$ cat src/rtl/cp0_exc_regfile.sv
// cp0_exc_regfile: CP0 register block (BadVAddr, Count, Compare, Status, Cause, EPC).
// Runs exception entry/ERET, the Count/Compare timer, and raises a registered
// interrupt request to the exception stage. It sits beside writeback and
// serves MTC0/MFC0.
//
// Ports:
//   clk, reset (async, active low)
//   mtc0_we/mtc0_addr/mtc0_wdata   MTC0 write port (sel 0 only)
//   mfc0_addr/mfc0_rdata           combinational read port (pre-edge state)
//   exc_valid/exc_code/exc_pc/exc_bd/exc_badvaddr_we/exc_badvaddr  exception commit
//   eret                           ERET commit
//   hw_int                         level hardware interrupts -> IP[7:2]
//   status_out/cause_out/epc_out   current register values
//   timer_int                      Cause.TI
//   int_req                        registered interrupt request
module cp0_exc_regfile #(
   parameter int DATA_W    = 32,
   parameter int HW_INT_N  = 6,
   parameter int COUNT_DIV = 2,
   parameter int RESET_BEV = 1
) (
   input  logic              clk,
   input  logic              reset,
   input  logic              mtc0_we,
   input  logic [4:0]        mtc0_addr,
   input  logic [DATA_W-1:0] mtc0_wdata,
   input  logic [4:0]        mfc0_addr,
   output logic [DATA_W-1:0] mfc0_rdata,
   input  logic              exc_valid,
   input  logic [4:0]        exc_code,
   input  logic [DATA_W-1:0] exc_pc,
   input  logic              exc_bd,
   input  logic              exc_badvaddr_we,
   input  logic [DATA_W-1:0] exc_badvaddr,
   input  logic              eret,
   input  logic [HW_INT_N-1:0] hw_int,
   output logic [DATA_W-1:0] status_out,
   output logic [DATA_W-1:0] cause_out,
   output logic [DATA_W-1:0] epc_out,
   output logic              timer_int,
   output logic              int_req
);

   localparam logic [4:0] A_BADVADDR = 5'd8;
   localparam logic [4:0] A_COUNT    = 5'd9;
   localparam logic [4:0] A_COMPARE  = 5'd11;
   localparam logic [4:0] A_STATUS   = 5'd12;
   localparam logic [4:0] A_CAUSE    = 5'd13;
   localparam logic [4:0] A_EPC      = 5'd14;
   localparam int PRE_W = (COUNT_DIV > 1) ? $clog2(COUNT_DIV) : 1;

   logic [DATA_W-1:0] badvaddr, count, compare, epc;
   logic [7:0]        im;
   logic              exl, ie;
   logic              bd, ti;
   logic [4:0]        exc_code_q;
   logic [1:0]        ip_sw;
   logic [5:0]        ip_hw;
   logic [PRE_W-1:0]  prescale;

   logic [5:0]        hw_ext;
   logic [7:0]        ip;
   logic [DATA_W-1:0] status_val, cause_val, count_inc;
   logic              wr_count, wr_compare, wr_status, wr_cause, wr_epc;
   logic              pre_wrap, count_tick;

   always_comb begin
      hw_ext = '0;
      hw_ext[HW_INT_N-1:0] = hw_int;
   end

   // IP7 is shared between hardware line 5 and the timer.
   assign ip = {ip_hw[5] | ti, ip_hw[4:0], ip_sw};

   always_comb begin
      status_val     = '0;
      status_val[22] = 1'(RESET_BEV);
      status_val[15:8] = im;
      status_val[1]  = exl;
      status_val[0]  = ie;
   end

   always_comb begin
      cause_val       = '0;
      cause_val[31]   = bd;
      cause_val[30]   = ti;
      cause_val[15:8] = ip;
      cause_val[6:2]  = exc_code_q;
   end

   assign wr_count   = mtc0_we && (mtc0_addr == A_COUNT);
   assign wr_compare = mtc0_we && (mtc0_addr == A_COMPARE);
   assign wr_status  = mtc0_we && (mtc0_addr == A_STATUS);
   assign wr_cause   = mtc0_we && (mtc0_addr == A_CAUSE);
   assign wr_epc     = mtc0_we && (mtc0_addr == A_EPC);

   assign pre_wrap   = (prescale == PRE_W'(COUNT_DIV - 1));
   assign count_tick = pre_wrap && !wr_count;
   assign count_inc  = count + DATA_W'(1);

   always_ff @(posedge clk or negedge reset) begin
      if (!reset) begin
         badvaddr   <= '0;
         count      <= '0;
         compare    <= '0;
         epc        <= '0;
         im         <= '0;
         exl        <= 1'b0;
         ie         <= 1'b0;
         bd         <= 1'b0;
         ti         <= 1'b0;
         exc_code_q <= '0;
         ip_sw      <= '0;
         ip_hw      <= '0;
         prescale   <= '0;
         int_req    <= 1'b0;
      end else begin
         ip_hw <= hw_ext;

         if (wr_count) begin
            count    <= mtc0_wdata;
            prescale <= '0;
         end else if (pre_wrap) begin
            count    <= count_inc;
            prescale <= '0;
         end else begin
            prescale <= prescale + PRE_W'(1);
         end

         // A Compare write clears TI even if Count hits Compare on the same edge.
         if (wr_compare) begin
            compare <= mtc0_wdata;
            ti      <= 1'b0;
         end else if (count_tick && (count_inc == compare)) begin
            ti <= 1'b1;
         end

         if (exc_valid) begin
            exl        <= 1'b1;
            exc_code_q <= exc_code;
            // Nested exceptions keep the original return point.
            if (!exl) begin
               epc <= exc_bd ? (exc_pc - DATA_W'(4)) : exc_pc;
               bd  <= exc_bd;
            end
            if (exc_badvaddr_we) badvaddr <= exc_badvaddr;
         end else if (eret) begin
            exl <= 1'b0;
         end else begin
            if (wr_status) begin
               im  <= mtc0_wdata[15:8];
               exl <= mtc0_wdata[1];
               ie  <= mtc0_wdata[0];
            end
            if (wr_cause) ip_sw <= mtc0_wdata[1:0];
            if (wr_epc)   epc   <= mtc0_wdata;
         end

         int_req <= !exc_valid && ie && !exl && (|(im & ip));
      end
   end

   always_comb begin
      case (mfc0_addr)
         A_BADVADDR: mfc0_rdata = badvaddr;
         A_COUNT:    mfc0_rdata = count;
         A_COMPARE:  mfc0_rdata = compare;
         A_STATUS:   mfc0_rdata = status_val;
         A_CAUSE:    mfc0_rdata = cause_val;
         A_EPC:      mfc0_rdata = epc;
         default:    mfc0_rdata = '0;
      endcase
   end

   assign status_out = status_val;
   assign cause_out  = cause_val;
   assign epc_out    = epc;
   assign timer_int  = ti;

endmodule

$ cat config.mk
export PLATFORM = sky130hd
export DESIGN_NAME = cp0_exc_regfile
export DESIGN_NICKNAME = d
export VERILOG_FILES = /design/src/rtl/cp0_exc_regfile.sv
export SDC_FILE = /design/constraint.sdc
export NUM_CORES = 1
export LEC_CHECK = 0
export CAP_MARGIN = 20
export CELL_PAD_IN_SITES_DETAIL_PLACEMENT = 1
export CELL_PAD_IN_SITES_GLOBAL_PLACEMENT = 1
export CORE_ASPECT_RATIO = 0.75
export CORE_MARGIN = 10
export CORE_UTILIZATION = 37
export CTS_CLUSTER_DIAMETER = 50
export DETAILED_ROUTE_END_ITERATION = 8
export PLACE_DENSITY_LB_ADDON = 0.1
export SETUP_SLACK_MARGIN = 0.2
export SLEW_MARGIN = 20
export SYNTH_ARGS = -nofsm -noshare
export SYNTH_HDL_FRONTEND = slang
export SYNTH_SLANG_ARGS = --single-unit
$ cat constraint.sdc
create_clock -name clk -period 3.3 [get_ports clk]
set_input_delay 0.825 -clock clk [delete_from_list [all_inputs] [get_ports clk]]
set_output_delay 0.825 -clock clk [all_outputs]
set_load 0.02 [all_outputs]
# Word-level counts from Yosys, hierarchy flattened
# Index checks and enable logic that the tools add are counted.
classes:
  n_addsub: 3
  n_eq_ne: 14
  mux: 15
  bitwise_logic: 5
  reduce_logical: 23
ops:
  columns: ["cell", "n"]
  rows:
  - ["$mux W32", 7]
  - ["$pmux W32 S6", 1]
  - ["$eq A5 B4 Y1 const B", 11]
  - ["$add A32 B1 Y32 const B", 1]
  - ["$eq A32 B32 Y1", 1]
  - ["$sub A32 B3 Y32 const B", 1]
  - ["$logic_and A1 B1 Y1", 10]
  - ["$reduce_and A3 Y1", 3]
  - ["$and A8 B8 Y8", 1]
  - ["$reduce_or A8 Y1", 1]
  - ["$mux W1", 7]
  - ["$reduce_bool A2 Y1", 3]
  - ["$ne A2 B2 Y1 const B", 2]
  - ["$reduce_and A2 Y1", 2]
  - ["$logic_not A1 Y1", 3]
  - ["$not A1 Y1", 3]
  - ["$reduce_bool A3 Y1", 1]
  - ["$add A1 B1 Y1 const B", 1]
  - ["$or A1 B1 Y1", 1]
totals:
  reg_bits: 155
  input_bits: 124
  out_inout_bits: 130
  word_cells: 74

# Longest topological paths before layout
# Gate-level depths: netlist of run 1.
depth:
  depth_word: 7
  mapped_depth: 10

# Worst setup path after synthesis of run 1
# Ideal clock, no wire load.
synth_path:
  path_type: "input -> output"
  start: "in mfc0_addr[3]"
  end: "out mfc0_rdata[15]"
  t_arrival_ns: 2.031
  slack_ns: 0.444
  cell_stages: 5
  path_buffers: 1
  cell_sequence: "nand2_1 -> nor4b_1 -> clkbuf_1 -> a22oi_1 -> nand3_1"
synth_between:
  elab_chain_cells: 2
  elab_cells_between_ends: 7
  cone_classes: "eq/ne (6); mux (1)"
synth_lines:
  columns: ["element", "line", "source"]
  rows:
  - ["start, declared", "27", "input logic [4:0] mfc0_addr,"]
  - ["$eq A5 B4 Y1", "164", "case (mfc0_addr)"]
  - ["$pmux W32 S6 (*)", "164", null]
  - ["end, declared", "28", "output logic [DATA_W-1:0] mfc0_rdata,"]
# Every way passes the cells marked *; elsewhere a longest branch is shown, timed or not.

# Worst setup path after layout of run 1
layout_path:
  start: "in mfc0_addr[3]"
  end: "out mfc0_rdata[1]"
# Same word-level chain as after synthesis.

==> results.json, run 1 <==
{
  "outcome": "finished clean",
  "slowest_stage": "a222oi_1",
  "p_comb_frac": 0.291,
  "setup_viol": 0,
  "seq_area_frac_synth": 0.401,
  "fin_worst_skew_ns": 0.0167,
  "p_clk_frac": 0.304,
  "fillers": 2935,
  "cts_tree": "built",
  "vias": 8878,
  "grt_pass1_wl_um": 62300,
  "cp-end-kind": "output pin",
  "slew_viol_final": 0,
  "ys.flop_type": "dfrtp_1",
  "seq_area_um2": 3880,
  "grt_start_max_net_pins": 74,
  "rsz0062_at_grt": "no",
  "routed_via_density": 5.53,
  "p_sw_mw": 2.52,
  "clk_pin_slew_ns": 0.07,
  "critPathLaunchType": "input pin",
  "final_layout_size_suffix_gt1_frac": 0.220,
  "fmax_mhz": 327,
  "clock_path_buffers": 2,
  "dieArea_um2": 33100,
  "power_density_nw_per_um2": 531,
  "r2r_slack_ns": 0.35,
  "rr_endpoint": "timer_int",
  "synth_area_leaders": "dfrtp_1 (40%), mux2_2 (10%), a22oi_1 (5.6%), nand2_1 (5.3%), xnor2_1 (4.3%)",
  "ys_ff_latch": 155,
  "clock_sinks": 155,
  "multi_input_area_um2": 5240,
  "ys_warn_count": 0,
  "dr.pass1.iters": 5,
  "tightestPinTransition_ns": 0.762,
  "fin_util": 0.505,
  "setup-tns-final_ns": 0,
  "coreArea_um2": 25800,
  "synthToLayoutAreaGrowth_pct": 34.9,
  "relSlewSlack": 0.492,
  "synth_top_cell_by_area": "dfrtp_1",
  "ys_async_sr_fraction": 1.00,
  "synth_cell_types": 67,
  "clockRootBuffer": "clkbuf_16",
  "period_share": 0.928,
  "crit_path_cell_trace": "buf_2, nand2b_4, nor4_4, buf_4, buf_6, buf_6, buf_6, a222oi_1, nand2_1, buf_6",
  "p_leak_nw": 5.44,
  "ir_worst_vdd_uv": 396,
  "netlist_area_um2": 9670,
  "die_w_um": 207,
  "cts-buffers-inserted": 17,
  "seqPwrFrac": 0.405,
  "antenna_found_initial": 2,
  "io_pins": 254,
  "h-tree-depth": 4,
  "ant_nets": 0,
  "worstHoldPathType": "input pin to async pin",
  "crit_arrival_ns": 2.24,
  "grt_overflow": 0,
  "drtIter0Drc": 781,
  "p_int_mw": 4.41,
  "gp_congestion": 0.887,
  "start_util": 0.374,
  "grtUsageTotal": 0.252,
  "swShare": 0.364,
  "netlist_instances": 1010,
  "crit_fanout": 5,
  "fin_nets": 1374,
  "drv_cap": 0,
  "fp.dieH_um": 160,
  "cp.required_ns": 2.47,
  "worstReg2RegStart": "count[22]",
  "critPathMaxStageDelay_ns": 0.28,
  "hold_viol": 0,
  "grt_pass1_vias": 9326,
  "synth_edf_count": 0,
  "drc": 0,
  "criticalPathCategory": "input pin to output pin",
  "period_needed_ns": 3.06,
  "r2r_cells": 7,
  "yosys.area.top_type_share": 0.401,
  "dp_hpwl_um": 32200,
  "cts_hold_buf": 0,
  "cpMostUsedCell": "buf_6",
  "clock_latency_ns": 0.45,
  "postRouteWirelength_um": 42100,
  "place_area_um2": 12300,
  "wl_per_cell_um": 26.2,
  "syn_avg_cell_area_um2": 9.58,
  "port_buffers": 214,
  "design_area_um2": 13100,
  "rows": 51
}
-- stage by stage --
step / hold WS (ns) / instances / setup WS [ns] / power (mW)
global route: 0.456 / 1606 / 0.199 / 7.24
global placement: 0.488 / 1558 / -0.430 / 4.76
floorplan: 0.468 / 1047 / 0.444 / 3.89
detailed placement: 0.494 / 1558 / -0.472 / 4.81
finish: 0.394 / 1606 / 0.237 / 6.93
CTS: 0.451 / 1605 / 0.232 / 6.93
-- worst max-delay path: cells and delay by family --
family / cells / cell delay, ns
buffers and inverters: 6 / 0.81
and+or+nand+nor: 3 / 0.32
AOI/OAI and AO/OA: 1 / 0.28
-- worst max-delay path by stage --
stage	from	endpoint	slack, ns	cells past startpoint
6_report	mfc0_addr[3]	mfc0_rdata[1]	0.24	10
5_1_grt	mfc0_addr[3]	mfc0_rdata[1]	0.20	10
4_1_cts	mfc0_addr[0]	mfc0_rdata[1]	0.23	9
3_5_place_dp	mfc0_addr[4]	mfc0_rdata[8]	-0.47	7
3_3_place_gp	mfc0_addr[3]	mfc0_rdata[30]	-0.43	8
2_1_floorplan	mfc0_addr[3]	mfc0_rdata[15]	0.44	5
-- synthesized netlist by cell type (8+ instances only) --
cell	count
dfrtp_1	155
nand2_1	136
mux2_2	87
o21ai_0	78
a22oi_1	72
buf_4	50
xnor2_1	48
xor2_1	44
clkbuf_1	43
nor2_1	41
nand3_1	40
nor3_1	20
nand4_1	18
mux2i_1	15
nor4_1	11
and3_1	10
clkbuf_8	8
inv_1	8
or3_1	8
-- power groups by stage --
stage | Combinational, mW | Sequential [mW] | Clock, mW
after global placement | 1.95 | 2.81 | 0
after global routing | 2.18 | 2.86 | 2.20
after floorplan | 1.28 | 2.61 | 0
final | 2.02 | 2.80 | 2.10
after CTS | 2.01 | 2.79 | 2.13
after detailed placement | 2.00 | 2.82 | 0
-- cell type report --
cell class | instances | area share
repair buffers | 297 | 0.219
multi-input cells | 769 | 0.402
clock inverters | 13 | 0.0128
well taps | 344 | 0.0330
diodes | 1 | 0.000192
flip-flops and latches | 155 | 0.297
clock buffers | 19 | 0.0339
inverters | 8 | 0.00230
-- cell usage in the layout, fill, tap and decap left out, drive strengths merged, types with 6 or more instances in the layout --
cell | Yosys | final
a211oi | 7 | 7
a21oi | 6 | 6
a22oi | 72 | 72
and3 | 11 | 11
buf | 63 | 121
clkbuf | 52 | 19
clkdlybuf4s50 | 0 | 175
clkinv | 0 | 7
conb | 2 | 39
dfrtp | 155 | 155
inv | 8 | 9
mux2 | 87 | 87
mux2i | 15 | 15
nand2 | 136 | 136
nand2b | 7 | 7
nand3 | 41 | 41
nand4 | 19 | 19
nor2 | 41 | 41
nor3 | 21 | 21
nor3b | 7 | 7
nor4 | 18 | 18
o21ai | 82 | 82
or3 | 11 | 11
xnor2 | 48 | 48
xor2 | 44 | 44
-- cells by family after synthesis --
family / after synthesis / synth area share
AO/OA/AOI/OAI: 198 / 0.135
XOR/XNOR: 92 / 0.0833
adder cells (fa/ha/maj): 2 / 0.00259
buffers and inverters: 123 / 0.0798
flip-flops: 155 / 0.401
multiplexers: 102 / 0.117
other: 2 / 0.000776
AND/OR/NAND/NOR: 336 / 0.180
-- repair_timing --
item | CTS | global route
resized for setup | 167 | 8
pin swaps | 12 | 3
cloned | 4 | 0
endpoints found under the setup margin | 32 | 11
setup buffers | 11 | 0
-- state kept, by name, indices dropped and copies added (netlist names), 2 cells and up --
register	count
badvaddr	32
compare	32
count	32
epc_out	32
exc_code_q	5
im	8
ip_hw	6
ip_sw	2
-- per-layer routing --
metal | track usage | share of wire | up-vias
met5 | 0 | 0.00043 | -
met4 | 0.0582 | 0.014 | 2
met1 | 0.359 | 0.47 | 4545
met2 | 0.357 | 0.43 | 293
met3 | 0.0851 | 0.085 | 29
li1 | - | - | 4009
No activity file was read; power rests on OpenSTA's default activity.
==> run 2: changes to the inputs <==
--- a/config.mk
+++ b/config.mk
@@ -13,7 +13,7 @@
 export CORE_UTILIZATION = 37
 export CTS_CLUSTER_DIAMETER = 50
 export DETAILED_ROUTE_END_ITERATION = 8
-export PLACE_DENSITY_LB_ADDON = 0.1
+export PLACE_DENSITY = 0.87
 export SETUP_SLACK_MARGIN = 0.2
 export SLEW_MARGIN = 20
 export SYNTH_ARGS = -nofsm -noshare
==> results.json, run 2 (synthesis gave the netlist of run 1 again) <==
{
  "outcome": "finished clean",
  "drtIter0Drc": 1179,
  "fp.dieH_um": 160,
  "coreArea_um2": 25800,
  "grt_pass1_wl_um": 64200,
  "power_density_nw_per_um2": 547,
  "final_cell_mix": "clkdlybuf4s50_1 (175), dfrtp_1 (155), nand2_1 (135)",
  "setup-tns-final_ns": 0,
  "fillers": 2890,
  "r2r_slack_ns": 0.30,
  "dr.pass1.iters": 8,
  "dp_hpwl_um": 31900,
  "cts_hold_buf": 0,
  "cts_tree": "built",
  "period_share": 0.924,
  "final_layout_size_suffix_gt1_frac": 0.210,
  "worstHoldPathType": "flop to flop",
  "hold_viol": 0,
  "min_to": "badvaddr[18]",
  "fmax_mhz": 328,
  "min_path_cells": 1,
  "gp_congestion": 0.890,
  "rsz0062_at_grt": "no",
  "tightestPinTransition_ns": 0.897,
  "relSlewSlack": 0.402,
  "clock_path_buffers": 2,
  "port_buffers": 214,
  "setup_viol": 0,
  "critPathLaunchType": "input pin",
  "p_leak_nw": 5.38,
  "slew_viol_final": 0,
  "cp_num_cells": 8,
  "cp-end-kind": "output pin",
  "rows": 51,
  "fin_worst_skew_ns": 0.00869,
  "ir_worst_vdd_uv": 315,
  "criticalPathCategory": "input pin to output pin",
  "cts-buffers-inserted": 17,
  "crit_fanout": 5,
  "crit_path_cell_trace": "clkdlybuf4s15_1, nand3b_1, nor3_4, buf_6, buf_6, a22oi_1, nand3_1, buf_4",
  "wl_per_cell_um": 27.8,
  "h-tree-depth": 4,
  "clockRootBuffer": "clkbuf_16",
  "fin_nets": 1359,
  "clock_sinks": 155,
  "antenna_found_initial": 2,
  "power_mw": 7.10,
  "clk_pin_slew_ns": 0.07,
  "critPathMaxStageDelay_ns": 0.28,
  "crit_arrival_ns": 2.22,
  "cpMostUsedCell": "buf_6",
  "path_buf_inv": 4,
  "fin_util": 0.502,
  "final_common_cell": "clkdlybuf4s50_1",
  "post-place-ws_ns": -0.534,
  "cp.required_ns": 2.47,
  "start_util": 0.374,
  "period_needed_ns": 3.05,
  "rr_endpoint": "timer_int",
  "drc": 0,
  "setup_ws_ns": 0.250,
  "drv_cap": 0,
  "postRouteWirelength_um": 44200,
  "slowest_stage": "nor3_4",
  "ant_nets": 0,
  "r2r_cells": 7,
  "grt_overflow": 0,
  "grt_start_max_net_pins": 156,
  "crit_family": "simple AND/OR/NAND/NOR gates",
  "routed_via_density": 5.96,
  "grt_pass1_vias": 10032,
  "die_w_um": 207,
  "dieArea_um2": 33100,
  "hold_start": "badvaddr[18]",
  "worstReg2RegStart": "count[22]",
  "worst_hold_slack_ns": 0.518,
  "io_pins": 254,
  "grtUsageTotal": 0.256,
  "synthToLayoutAreaGrowth_pct": 34.2,
  "vias": 9477,
  "clock_latency_ns": 0.43
}
==> run 2: final cells by class <==
cell class              count  area [um^2]  area share
multi-input cells         769         5250       0.405
flip-flops and latches    155         3880       0.299
repair buffers            282         2740       0.211
clock buffers              20          457      0.0352
well taps                 344          430      0.0332
clock inverters            12          185      0.0143
inverters                   8         30.0     0.00231
diodes                      1         2.50    0.000193
==> run 2: repair_timing <==
action	CTS	global route
cloned	2	2
buffers inserted	3	4
endpoints found under the setup margin	32	27
resized for setup	154	24
pin swaps	3	7
hold endpoints to repair	0	0
==> run 2: through the flow <==
| stage | cell area (um^2) | std cells |
|---|---|---|
| after detailed placement | 12200 | 1547 |
| after CTS | 12900 | 1584 |
| after floorplan | 9810 | 1047 |
| after global placement | 12200 | 1547 |
| after global routing | 13000 | 1591 |
| final | 13000 | 1591 |
==> run 2: worst reg2reg max path: stages, from the launching register on <==
cell	delay, ns
dfrtp_1	0.57
nand4_1	0.32
or3_1	0.53
nor4_2	0.47
mux2_2	0.40
nor4_1	0.36
nand4_1	0.14
o21ai_1	0.14
==> run 2: routing by layer <==
layer,routed length [um],share of wire,GRT usage
met2,20700,0.47,0.406
met3,4620,0.10,0.0843
met4,1580,0.036,0.0953
met1,17300,0.39,0.316
met5,0,0,0
==> run 2: worst max path at each step <==
stage / startpoint / slack [ns] / end
CTS: mfc0_addr[1] / 0.21 / mfc0_rdata[6]
global placement: mfc0_addr[3] / -0.45 / mfc0_rdata[17]
finish: mfc0_addr[1] / 0.25 / mfc0_rdata[15]
detailed placement: mfc0_addr[3] / -0.53 / mfc0_rdata[12]
global route: mfc0_addr[1] / 0.19 / mfc0_rdata[15]
floorplan: mfc0_addr[3] / 0.44 / mfc0_rdata[15]
==> run 2: power breakdown <==
| part | leakage (nW) | switching [mW] | internal (mW) |
|---|---|---|---|
| clock | 0.312 | 0.890 | 1.32 |
| combinational | 3.15 | 1.13 | 0.925 |
| sequential | 1.92 | 0.606 | 2.24 |
==> run 3: changes to the inputs <==
--- a/config.mk
+++ b/config.mk
@@ -13,6 +13,7 @@
 export CORE_UTILIZATION = 37
 export CTS_CLUSTER_DIAMETER = 50
 export DETAILED_ROUTE_END_ITERATION = 8
+export HOLD_SLACK_MARGIN = 0.12
 export PLACE_DENSITY = 0.87
 export SETUP_SLACK_MARGIN = 0.2
 export SLEW_MARGIN = 20
==> results of run 3 <==
Same layout as run 2: the final DEF is identical, and so are final timing and power.
